<file path="src/rtl/apb_slave_mem_if.sv">
// APB bus bundle between the bridge (master) and an apb_slave_mem responder (slave).
interface apb_slave_mem_if;
  logic [2:0]  Pselx;
  logic        Penable;
  logic        Pwrite;
  logic [31:0] Paddr;
  logic [31:0] Pwdata;
  logic [31:0] Prdata;
  logic        Pready;
  logic        Pslverr;

  modport master (
    output Pselx, Penable, Pwrite, Paddr, Pwdata,
    input  Prdata, Pready, Pslverr
  );

  modport slave (
    input  Pselx, Penable, Pwrite, Paddr, Pwdata,
    output Prdata, Pready, Pslverr
  );
endinterface

</file>
<file path="src/rtl/apb_slave_mem.sv">
// APB word-addressed memory responder with range/alignment error reporting.
// Optional wait states are built only when APB_SLAVE_WAIT_EN is defined.
module apb_slave_mem #(
  parameter int unsigned SLAVE_ID    = 0,
  parameter logic [31:0] BASE_ADDR   = 32'h8000_0000,
  parameter int unsigned DEPTH       = 16,
  parameter int unsigned WAIT_CYCLES = 2
) (
  input logic            clk,
  input logic            hreset,
  apb_slave_mem_if.slave bus
);

  localparam int unsigned AW     = $clog2(DEPTH);
  localparam logic [31:0] Span   = 32'(4 * DEPTH);
  localparam logic [1:0]  SelIdx = SLAVE_ID[1:0];

`ifdef APB_SLAVE_WAIT_EN
  localparam logic [3:0] CntInit = WAIT_CYCLES[3:0];
  typedef enum logic [1:0] {StIdle, StWait, StReady} state_e;
  logic [3:0] r_cnt;
`else
  typedef enum logic [0:0] {StIdle, StReady} state_e;
`endif

  state_e      r_state;
  logic [31:0] r_addr;
  logic        r_write;
  logic [31:0] r_wdata;
  logic [31:0] r_prdata;
  logic        r_pready;
  logic        r_pslverr;
  logic [31:0] r_mem [DEPTH];

  logic          w_sel;
  logic [31:0]   w_addr;
  logic          w_write;
  logic [31:0]   w_off;
  logic [AW-1:0] w_idx;
  logic          w_err;
  logic [31:0]   w_rdata;

  // In IDLE decode straight off the bus so a zero-wait setup can load Prdata in one edge.
  always_comb begin
    w_sel   = bus.Pselx[SelIdx];
    w_addr  = (r_state == StIdle) ? bus.Paddr  : r_addr;
    w_write = (r_state == StIdle) ? bus.Pwrite : r_write;
    w_off   = w_addr - BASE_ADDR;
    w_idx   = w_off[AW+1:2];
    w_err   = (w_off >= Span) || (w_addr[1:0] != 2'b00);
    w_rdata = (!w_write && !w_err) ? r_mem[w_idx] : 32'h0;
  end

  always_ff @(posedge clk or posedge hreset) begin
    if (hreset) begin
      r_state   <= StIdle;
      r_addr    <= 32'h0;
      r_write   <= 1'b0;
      r_wdata   <= 32'h0;
      r_prdata  <= 32'h0;
      r_pready  <= 1'b0;
      r_pslverr <= 1'b0;
`ifdef APB_SLAVE_WAIT_EN
      r_cnt     <= 4'd0;
`endif
      for (int i = 0; i < DEPTH; i++) r_mem[i] <= 32'h0;
    end else begin
      case (r_state)
        StIdle: begin
          if (w_sel && !bus.Penable) begin
            r_addr  <= bus.Paddr;
            r_write <= bus.Pwrite;
            r_wdata <= bus.Pwdata;
`ifdef APB_SLAVE_WAIT_EN
            r_cnt   <= CntInit;
            if (CntInit != 4'd0) begin
              r_state <= StWait;
            end else begin
              r_state   <= StReady;
              r_pready  <= 1'b1;
              r_pslverr <= w_err;
              r_prdata  <= w_rdata;
            end
`else
            r_state   <= StReady;
            r_pready  <= 1'b1;
            r_pslverr <= w_err;
            r_prdata  <= w_rdata;
`endif
          end
        end
`ifdef APB_SLAVE_WAIT_EN
        StWait: begin
          if (!w_sel) begin
            r_state <= StIdle;
          end else begin
            r_cnt <= r_cnt - 4'd1;
            if (r_cnt == 4'd1) begin
              r_state   <= StReady;
              r_pready  <= 1'b1;
              r_pslverr <= w_err;
              r_prdata  <= w_rdata;
            end
          end
        end
`endif
        StReady: begin
          if (!w_sel) begin
            r_state   <= StIdle;
            r_pready  <= 1'b0;
            r_pslverr <= 1'b0;
          end else if (bus.Penable) begin
            if (r_write && !w_err) r_mem[w_idx] <= r_wdata;
            r_state   <= StIdle;
            r_pready  <= 1'b0;
            r_pslverr <= 1'b0;
          end
        end
        default: r_state <= StIdle;
      endcase
    end
  end

  assign bus.Prdata  = r_prdata;
  assign bus.Pready  = r_pready;
  assign bus.Pslverr = r_pslverr;

endmodule

</file>
<file path="src/flat_wrapper.sv">
// flat-port wrapper written by rule: the top's interface ports become plain ports
module apb_slave_mem_flat 
#(
  parameter int unsigned SLAVE_ID    = 0,
  parameter logic [31:0] BASE_ADDR   = 32'h8000_0000,
  parameter int unsigned DEPTH       = 16,
  parameter int unsigned WAIT_CYCLES = 2
)
  (clk, hreset, bus_Pselx, bus_Penable, bus_Pwrite, bus_Paddr, bus_Pwdata, bus_Prdata, bus_Pready, bus_Pslverr);
  apb_slave_mem_if bus_i ();
  input logic clk;
  input logic hreset;
  input wire logic [$bits(bus_i.Pselx)-1:0] bus_Pselx;
  input wire logic [$bits(bus_i.Penable)-1:0] bus_Penable;
  input wire logic [$bits(bus_i.Pwrite)-1:0] bus_Pwrite;
  input wire logic [$bits(bus_i.Paddr)-1:0] bus_Paddr;
  input wire logic [$bits(bus_i.Pwdata)-1:0] bus_Pwdata;
  output wire logic [$bits(bus_i.Prdata)-1:0] bus_Prdata;
  output wire logic [$bits(bus_i.Pready)-1:0] bus_Pready;
  output wire logic [$bits(bus_i.Pslverr)-1:0] bus_Pslverr;
  assign bus_i.Pselx = bus_Pselx;
  assign bus_i.Penable = bus_Penable;
  assign bus_i.Pwrite = bus_Pwrite;
  assign bus_i.Paddr = bus_Paddr;
  assign bus_i.Pwdata = bus_Pwdata;
  assign bus_Prdata = bus_i.Prdata;
  assign bus_Pready = bus_i.Pready;
  assign bus_Pslverr = bus_i.Pslverr;
  apb_slave_mem #(.SLAVE_ID(SLAVE_ID), .BASE_ADDR(BASE_ADDR), .DEPTH(DEPTH), .WAIT_CYCLES(WAIT_CYCLES)) u_core (.clk(clk), .hreset(hreset), .bus(bus_i));
endmodule
</file>
<file path="config.mk">
export PLATFORM = sky130hd
export DESIGN_NAME = apb_slave_mem_flat
export DESIGN_NICKNAME = d
export VERILOG_FILES = /design/src/rtl/apb_slave_mem_if.sv /design/src/rtl/apb_slave_mem.sv /design/src/flat_wrapper.sv
export SDC_FILE = /design/constraint.sdc
export NUM_CORES = 1
export LEC_CHECK = 0
export CAP_MARGIN = 30
export CORE_MARGIN = 2
export CORE_UTILIZATION = 30
export CTS_BUF_LIST = sky130_fd_sc_hd__clkbuf_4 sky130_fd_sc_hd__clkbuf_8 sky130_fd_sc_hd__clkbuf_16
export CTS_CLUSTER_DIAMETER = 30
export DETAILED_ROUTE_END_ITERATION = 7
export GPL_ROUTABILITY_DRIVEN = 0
export SLEW_MARGIN = 20
export SYNTH_ARGS = -nofsm -noshare
export SYNTH_HDL_FRONTEND = slang
export SYNTH_SLANG_ARGS = --single-unit
export TNS_END_PERCENT = 50
</file>
<file path="constraint.sdc">
create_clock -name clk -period 49.8 [get_ports clk]
set_clock_uncertainty 0.15 [all_clocks]
set_input_delay 9.96 -clock clk [delete_from_list [all_inputs] [get_ports clk]]
set_output_delay 9.96 -clock clk [all_outputs]
set_load 0.03 [all_outputs]
</file>
==> results_dict.tcl <==
set metrics [dict create \
    grt_max_degree 136 \
    yosysSeqAreaShare_pct 56.4 \
    fmax_ghz 0.0776 \
    required_ns 50.12 \
    path_clk_slew_ns 0.05 \
    switchingPower_mw 0.332 \
    place_area_sq_um 29500 \
    setup_violations 0 \
    maxSlewViolCount 0 \
    cts_tree "yes" \
    synth_top_area_share_pct 56.4 \
    gr-total-overflow 0 \
    design_area_sq_um 34000 \
    synth_largest_area_cell "dfrtp_1" \
    mostFrequentLayoutCell "dfrtp_1" \
    routed_wl_mm 70.2 \
    power_switching_share_pct 22.8 \
    drtPass1Iterations 5 \
    dp.cells 3081 \
    relSlewSlack_pct 31.4 \
    io_buffer_count 102 \
    dp_hpwl_mm 38.9 \
    grt_pass1_wl_mm 110 \
    synth_top_flop_cell "dfrtp_1" \
    cts_num_sinks 612 \
    die_h_um 305 \
    avgSynthCellArea_sq_um 14.2 \
    synth_edf_count 0 \
    async_flop_share_pct 100 \
    core_sq_um 89900 \
    syn_nets 1991 \
    worst_pin_slew_ns 1.03 \
    syn_to_final_growth_pct 25.2 \
    ant_nets 0 \
    htree_levels 3 \
    rows 110 \
    critical_path.endpoint_type "register" \
    netlist_instances 1919 \
    fin_tns_setup_ns 0 \
    period_share_pct 25.9 \
    start_util_pct 30.2 \
    hold_violations 0 \
    num_io_pins 105 \
    cts_root_buf "clkbuf_16" \
    antenna-diode-count 0 \
    cap_violations 0 \
    holdCritPathClass "reg -> reg" \
    seqPwrFrac_pct 36.6 \
    power_leakage_nw 16.3 \
    clkPwrFrac_pct 57.9 \
    outcome "finished, final reports clean" \
    ctsHoldBuffers 0 \
    layout.nets 2103 \
    holdWs_ns 0.332 \
    instances_no_fill 3308 \
    synth_cell_types 36 \
    vdd_ir_drop_max_mv 0.0284 \
    layout_common_cells "dfrtp_1, mux2_2, mux2i_1, clkbuf_16, clkdlybuf4s50_1" \
    synth_area_sq_um 27200 \
    die_x_um 305 \
    critPathMaxFanout 135 \
    drive_gt1_share_pct 41.9 \
    crit_arrival_ns 13.21 \
    wire_per_inst_um 21.2 \
    ys_warn_count 0 \
    min_period_ns 12.89 \
    post_drt_via_cell_ratio 4.98 \
    drtIter0Drc 887 \
    post_cts_buffers 0 \
    cts_resized 0 \
    p_per_area_nw_per_um2 42.8 \
    p_int_mw 1.13 \
    antenna_found_initial 0 \
    grt.total_usage_pct 15.2 \
    die_area_sq_um 93000 \
    ys_ff_latch 612 \
    drc_errors 0 \
    clockBufferDepth 3 \
    grt_pass1_vias 18400 \
    total_power_mw 1.46 \
    cts_buffers 119 \
    start_kind "input port" \
    vias 16500 \
    netlist_top_cells_area "dfrtp_1, mux2_2, mux2i_1, mux4_2, clkbuf_1" \
    grt_setup_unrepaired "false" \
    clkLatencyLatePin_ns 0.66 \
    combPwrFrac_pct 5.5 \
    critical_path_class "in -> reg" \
]
## per-stage QoR
stage | setup slack [ns] | utilization [%]
floorplan | 22.55 | -
global placement | 35.63 | 32.8
detailed placement | 35.68 | 32.9
CTS | 36.35 | 37.7
global route | 36.64 | 37.9
finish | 36.91 | 37.9
## registers in the layout, summed over array words and instances, names as in the netlist
signal and count:
u_core.bus.Prdata 32, u_core.bus.Pready 1, u_core.bus.Pslverr 1, u_core.r_addr 32, u_core.r_mem 512, u_core.r_state 1, u_core.r_wdata 32, u_core.r_write 1
## layout make-up
class	count	area, sq um
clock buffer	162	3480
clock inverter	60	873
sequential	612	15300
inverter	34	135
fill	8240	55800
timing repair buffer	144	1490
multi-input combinational	1120	11300
tap	1176	1470
## path summary, 6_finish.rpt
check | from | end | slack, ns | depth (start not counted)
hold reg to reg | u_core.bus.Pslverr | u_core.bus.Pslverr | 0.33 | 1
setup / recovery | bus_Paddr[2] | u_core.bus.Prdata[25] | 36.91 | 6
min in group asynchronous | hreset | u_core.r_wdata[15] | 9.66 | 2
hold / removal | u_core.bus.Pslverr | u_core.bus.Pslverr | 0.33 | 1
max in group asynchronous | hreset | u_core.r_addr[1] | 37.08 | 8
setup reg to reg | u_core.r_state | u_core.bus.Prdata[25] | 46.05 | 6
## per-layer routing
metal	GRT usage, %	wire (um)	vias to the layer above
met5	0	0	-
met4	4.87	1390	0
met3	3.15	3110	96
met2	26.5	35700	331
met1	18.7	30100	8759
li1	-	-	7302
## cell usage after synthesis (2+ instances only)
cell type,instances
a21oi_1,6
a22oi_1,3
a32oi_1,31
and3_1,3
buf_1,23
buf_2,27
clkbuf_1,102
dfrtp_1,612
inv_1,34
mux2_1,4
mux2_2,575
mux2i_1,208
mux4_2,34
nand2_1,89
nand2b_1,3
nand3_1,25
nand4_1,11
nor2_1,8
nor2b_1,2
nor3_1,6
nor4_1,6
nor4b_1,3
o21ai_0,31
o22ai_1,30
o32ai_1,31
o41ai_1,2
## power by group through the flow
stage | Sequential, mW | Combinational [mW] | Clock, mW
floorplan | 0.525 | 0.0603 | 0
global placement | 0.539 | 0.0768 | 0
detailed placement | 0.542 | 0.0798 | 0
CTS | 0.534 | 0.0802 | 0.859
global route | 0.537 | 0.0864 | 0.888
finish | 0.533 | 0.0799 | 0.844
## worst max-delay path, cell delays in order
cell and delay (ns):
clkdlybuf4s50_1 0.57, mux2_8 0.66, buf_12 0.78, mux4_2 0.60
o21ai_0 0.37, o32ai_1 0.15
## cell families after synthesis
kind of cell / share of synthesized area [%]
adders and majority gates: 0.0460
and+or+nand+nor: 2.70
buffers and inverters: 2.72
muxes: 34.5
AOI/OAI and AO/OA: 3.68
DFF: 56.4
Note: power is estimated with default switching activity, not from simulation.
==> variant 1, RTL diff (same flow settings) <==
`DEPTH` is set to 16 in 2 places; all go to 32.
--- a/src/rtl/apb_slave_mem.sv
+++ b/src/rtl/apb_slave_mem.sv
@@ -4,5 +4,5 @@
   parameter int unsigned SLAVE_ID    = 0,
   parameter logic [31:0] BASE_ADDR   = 32'h8000_0000,
-  parameter int unsigned DEPTH       = 16,
+  parameter int unsigned DEPTH       = 32,
   parameter int unsigned WAIT_CYCLES = 2
 ) (
--- a/src/flat_wrapper.sv
+++ b/src/flat_wrapper.sv
@@ -4,5 +4,5 @@
   parameter int unsigned SLAVE_ID    = 0,
   parameter logic [31:0] BASE_ADDR   = 32'h8000_0000,
-  parameter int unsigned DEPTH       = 16,
+  parameter int unsigned DEPTH       = 32,
   parameter int unsigned WAIT_CYCLES = 2
 )
Function: not settled (the Yosys comparison gave no result); the edit may change what the design does.
==> variant 1 against the unedited design <==
  * Setup slack worse by 400 ps
  * Sequential cell count grew 512
  * Power up 84%
  * Cell area increased by 79%
  * Synthesized area increased by 80%
  * Routed wire length up 99%
  * Final cell count increased by 82%
  * Critical endpoint is now u_core.bus.Prdata[16]
==> variant 1: results (changes against the unedited design) <==
<table>
<tr><th>Metric</th><th>Value</th></tr>
<tr><th colspan="2">Global routing</th></tr>
<tr><td>M3 GR Usage</td><td>3.25% (+0.098 points)</td></tr>
<tr><td>Maximum number of pins on one net before global-route repair</td><td>171 (+26%)</td></tr>
<tr><td>Met2 track demand over resource in global routing</td><td>26.3% (-0.14 points)</td></tr>
<tr><td>Total global-route track usage</td><td>16.7% (+1.5 points)</td></tr>
<tr><td>First-pass GRT wire length</td><td>213,000 microns (+94%)</td></tr>
<tr><td>Number of antenna violations at the first check in global routing</td><td>3 (+3)</td></tr>
<tr><th colspan="2">Synthesis</th></tr>
<tr><td>Synthesized netlist net count</td><td>3,643 (+83%)</td></tr>
<tr><td>Fraction of the yosys area taken by sequential cells</td><td>57.4% (+1.1 points)</td></tr>
<tr><td>Most area-consuming cells after synthesis</td><td>dfrtp_1 (57%), mux2_2 (25%), mux4_2 (4.1%), o22ai_1 (3.6%), clkbuf_1 (1.6%)</td></tr>
<tr><th colspan="2">Placed design</th></tr>
<tr><td>Cell Count Post-Placement</td><td>5,599 (+82%)</td></tr>
<tr><td>Detailed Place HPWL</td><td>75,900 microns (+95%)</td></tr>
<tr><th colspan="2">Cells and area</th></tr>
<tr><td>Max FFs per register</td><td>1,024 (+100%)</td></tr>
<tr><td>Final Instance Count excl. Fillers</td><td>6,032 (+82%)</td></tr>
<tr><td>Fill count</td><td>15,300 (+86%)</td></tr>
<tr><td>Design Area, Final</td><td>60,900 sq um (+79%)</td></tr>
<tr><th colspan="2">Power and ir drop</th></tr>
<tr><td>Share of total power consumed by net switching</td><td>24.2% (+1.5 points)</td></tr>
<tr><td>Combinational Power</td><td>0.186 mW (+130%)</td></tr>
<tr><th colspan="2">Critical path</th></tr>
<tr><td>Reg2reg end</td><td>u_core.bus.Prdata[16]</td></tr>
<tr><td>CP Data Arrival Time</td><td>13,890 ps (+680 ps)</td></tr>
<tr><td>Cells on worst reg2reg path</td><td>7 (+1)</td></tr>
<tr><th colspan="2">CTS</th></tr>
<tr><td>Latest clock arrival within the worst-skew pair</td><td>810 ps (+150 ps)</td></tr>
<tr><th colspan="2">Run status</th></tr>
<tr><td>Status</td><td>finished clean</td></tr>
<tr><th colspan="2">STA</th></tr>
<tr><td>Worst slew margin relative to its limit</td><td>30.3% (-1.1 points)</td></tr>
<tr><th colspan="2">Route</th></tr>
<tr><td>Met3 Wirelength</td><td>7190 microns (+130%)</td></tr>
<tr><td>Post-detailed-routing wire length</td><td>140,000 microns (+99%)</td></tr>
</table>
==> variant 1: cell count changes after synthesis, sizes merged, moves of 26 or more <==
cell / change
a32o: +26
a32oi: -30
buf: +77
clkbuf: +101
dfrtp: +512
mux2: +512
mux2i: -206
mux4: +56
nand2: +112
o21ai: +104
o22ai: +248
==> variant 1: logic make-up (layout without fill, tap and decap cells) <==
| logic type | after synthesis | in the layout | synth area share [%] |
|---|---|---|---|
| multiplexers | 1183 | 1183 | 29.3 |
| flip-flops | 1124 | 1124 | 57.4 |
| buffers and inverters | 346 | 631 | 2.73 |
| other | 0 | 1 | 0 |
| AND/OR/NAND/NOR | 405 | 405 | 4.00 |
| AO/OA/AOI/OAI | 512 | 512 | 6.54 |
| adder cells (fa/ha/maj) | 1 | 1 | 0.0255 |
==> variant 1: worst max-delay path by stage <==
stage,from,endpoint,slack (ps),depth (start not counted)
2_1_floorplan,hreset,u_core.bus.Prdata[0],8040,1
3_3_place_gp,bus_Paddr[3],u_core.bus.Prdata[16],35550,9
3_5_place_dp,bus_Paddr[3],u_core.bus.Prdata[16],35590,9
4_1_cts,bus_Paddr[3],u_core.bus.Prdata[16],36460,9
5_1_grt,bus_Paddr[2],u_core.bus.Prdata[16],36280,7
6_report,bus_Paddr[2],u_core.bus.Prdata[16],36510,7
==> variant 1: final cells by class <==
cell class / count / area share [%]
Clock buffer: 271 / 9.87
Inverter: 15 / 0.105
Antenna cell: 1 / 0.00411
Timing Repair Buffer: 212 / 3.70
Clock inverter: 133 / 3.19
Tap cell: 2175 / 4.47
Multi-Input combinational cell: 2101 / 32.5
Sequential cell: 1124 / 46.2
==> variant 1: worst max-delay path: stages <==
cell and delay, ps:
clkdlybuf4s50_1 660, mux2_8 790, buf_4 850, mux4_2 380
nor2_1 50, nor4bb_1 760, a32o_1 280
==> variant 2, RTL diff (same flow settings) <==
Made on the original files. Make the reset (`hreset`) synchronous in one clocked block.
--- a/src/rtl/apb_slave_mem.sv
+++ b/src/rtl/apb_slave_mem.sv
@@ -52,5 +52,5 @@
   end
 
-  always_ff @(posedge clk or posedge hreset) begin
+  always_ff @(posedge clk) begin
     if (hreset) begin
       r_state   <= StIdle;
Behaviour: differs if hreset is asserted again (counterexample within 4 cycles, from zero or initial values and one cycle with hreset high); with hreset held inactive, the same outputs for 4 cycles.
==> variant 2 against the unedited design <==
  * Register-to-register slack got worse by 400 ps
  * Synthesized area fell by 0.36%
  * Routed wire length rose by 5.2%
  * Cell area fell by 1.2%
  * Non-clock buffer count rose by 4
  * Synthesized cell count fell by 1.4%
  * Sequential cell count did not move
  * Core utilization fell by 0.38 points
  * Fmax fell by 4.5%
  * Sequential share of layout area rose by 6.7 points
  * Setup slack got worse by 610 ps
  * Power rose by 2.6%
  * Critical path type unchanged
  * Largest cell class unchanged
  * Highest routed layer is now met5
==> variant 2: results (changes against the unedited design) <==
<table>
<tr><th>Metric</th><th>Value</th></tr>
<tr><th colspan="2">Hold path</th></tr>
<tr><td>Endpoint with the worst hold slack</td><td>u_core.bus.Prdata[17]</td></tr>
<tr><td>Instance count along the most critical hold path</td><td>2 (+1)</td></tr>
<tr><th colspan="2">Synthesis</th></tr>
<tr><td>Number of enable-type register cells in the synthesized netlist</td><td>512 (+512)</td></tr>
<tr><td>Async set-reset flop share out of synthesis</td><td>0% (-100 points)</td></tr>
<tr><td>Synthesized netlist net count</td><td>1,965 (-1.3%)</td></tr>
<tr><td>Most area-consuming cells after synthesis</td><td>edfxtp_1 (57%), and2_1 (12%), mux2i_1 (9.3%), dfxtp_1 (7.4%), mux4_2 (5.5%)</td></tr>
<tr><td>Main flop type after synthesis</td><td>edfxtp_1</td></tr>
<tr><td>Synth cell types</td><td>45 (+25%)</td></tr>
<tr><th colspan="2">STA</th></tr>
<tr><td>Hold slack final</td><td>304 ps (-28.0 ps)</td></tr>
<tr><td>Ratio of final minimum period to clock period</td><td>27.1% (+1.2 points)</td></tr>
<tr><th colspan="2">Placed design</th></tr>
<tr><td>Detailed Place HPWL</td><td>40,600 microns (+4.5%)</td></tr>
<tr><th colspan="2">Cells and area</th></tr>
<tr><td>Share of post-route cells with drive strength above 1</td><td>18.1% (-24 points)</td></tr>
<tr><td>Number of nets in the layout</td><td>2,090 (-0.62%)</td></tr>
<tr><th colspan="2">Critical path</th></tr>
<tr><td>Maximum net fanout on the critical path</td><td>37 (-73%)</td></tr>
<tr><td>Critical path startpoint</td><td>bus_Paddr[3]</td></tr>
<tr><td>CP Data Arrival Time</td><td>13,760 ps (+550 ps)</td></tr>
<tr><td>Slack of the worst reg-to-reg path</td><td>45,650 ps (-400 ps)</td></tr>
<tr><td>Crit-path slowest cell</td><td>buf_4</td></tr>
<tr><td>Reg2reg end</td><td>u_core.r_mem[6][1]</td></tr>
<tr><td>Crit-path max cell delay</td><td>740 ps (-40 ps)</td></tr>
<tr><td>Reg2Reg Launch Point</td><td>u_core.r_state</td></tr>
<tr><th colspan="2">Global routing</th></tr>
<tr><td>Total global-route track usage</td><td>16.0% (+0.81 points)</td></tr>
<tr><td>Vias in the first global route</td><td>17,000 (-7.6%)</td></tr>
<tr><td>First-pass GRT wire length</td><td>109,000 microns (-0.91%)</td></tr>
<tr><th colspan="2">Power and ir drop</th></tr>
<tr><td>Worst IR drop on VDD</td><td>28.1 uV (-0.99%)</td></tr>
<tr><td>Leakage power</td><td>12.7 nW (-22%)</td></tr>
<tr><th colspan="2">CTS</th></tr>
<tr><td>H-tree depth reported by CTS</td><td>4 (+1)</td></tr>
<tr><td>Number of buffers added by the clock tree synthesis step</td><td>131 (+10%)</td></tr>
<tr><th colspan="2">Route</th></tr>
<tr><td>Wirelength per Cell</td><td>22.4 microns (+5.4%)</td></tr>
<tr><td>Starting DRC count in detailed routing</td><td>1,187 (+34%)</td></tr>
<tr><th colspan="2">Run status</th></tr>
<tr><td>Status</td><td>finished clean</td></tr>
</table>
-- variant 2: per-layer routing --
layer / GRT usage, % / part of all wire, % / up-vias
li1: - / - / 7176
met1: 19.9 / 41 / 8168
met2: 27.1 / 49 / 619
met3: 3.90 / 7.1 / 125
met4: 5.11 / 2.3 / 2
met5: 0 / 0.022 / -
-- variant 2: report_power, final --
part	internal [mW]	leakage, nW	switching (mW)
Sequential	0.572	6.11	0.00969
Clock	0.565	2.17	0.271
Combinational	0.0322	4.42	0.0465
Total	1.17	12.7	0.327
-- variant 2: metrics by stage --
step / area, sq um / instances
2_1_floorplan: 27100 / 1892
3_3_place_gp: 29200 / 3058
3_5_place_dp: 29200 / 3060
4_1_cts: 33600 / 3301
5_1_grt: 33600 / 3301
6_report: 33600 / 3302
-- variant 2: tightest hold or removal path: stages (launching register included) --
cell     delay [ps]
dfxtp_1         320
nand2_1          50
o31ai_1          50
-- variant 2: final cells by class --
| class | count | area (sq um) |
|---|---|---|
| Inverter | 1 | 3.75 |
| Antenna cell | 1 | 2.50 |
| Clock inverter | 64 | 573 |
| Fill cell | 8334 | 56100 |
| Sequential cell | 612 | 17400 |
| Tap cell | 1176 | 1470 |
| Multi-Input combinational cell | 1123 | 8980 |
| Clock buffer | 177 | 3810 |
| Timing Repair Buffer | 148 | 1420 |
-- variant 2: cell families after synthesis --
group	count (synthesis)	synth area share, %
multiplexers	320	14.9
flip-flops	612	64.2
AND/OR/NAND/NOR	698	15.2
buffers and inverters	157	2.89
adder cells (fa/ha/maj)	2	0.0924
AO/OA/AOI/OAI	103	2.71
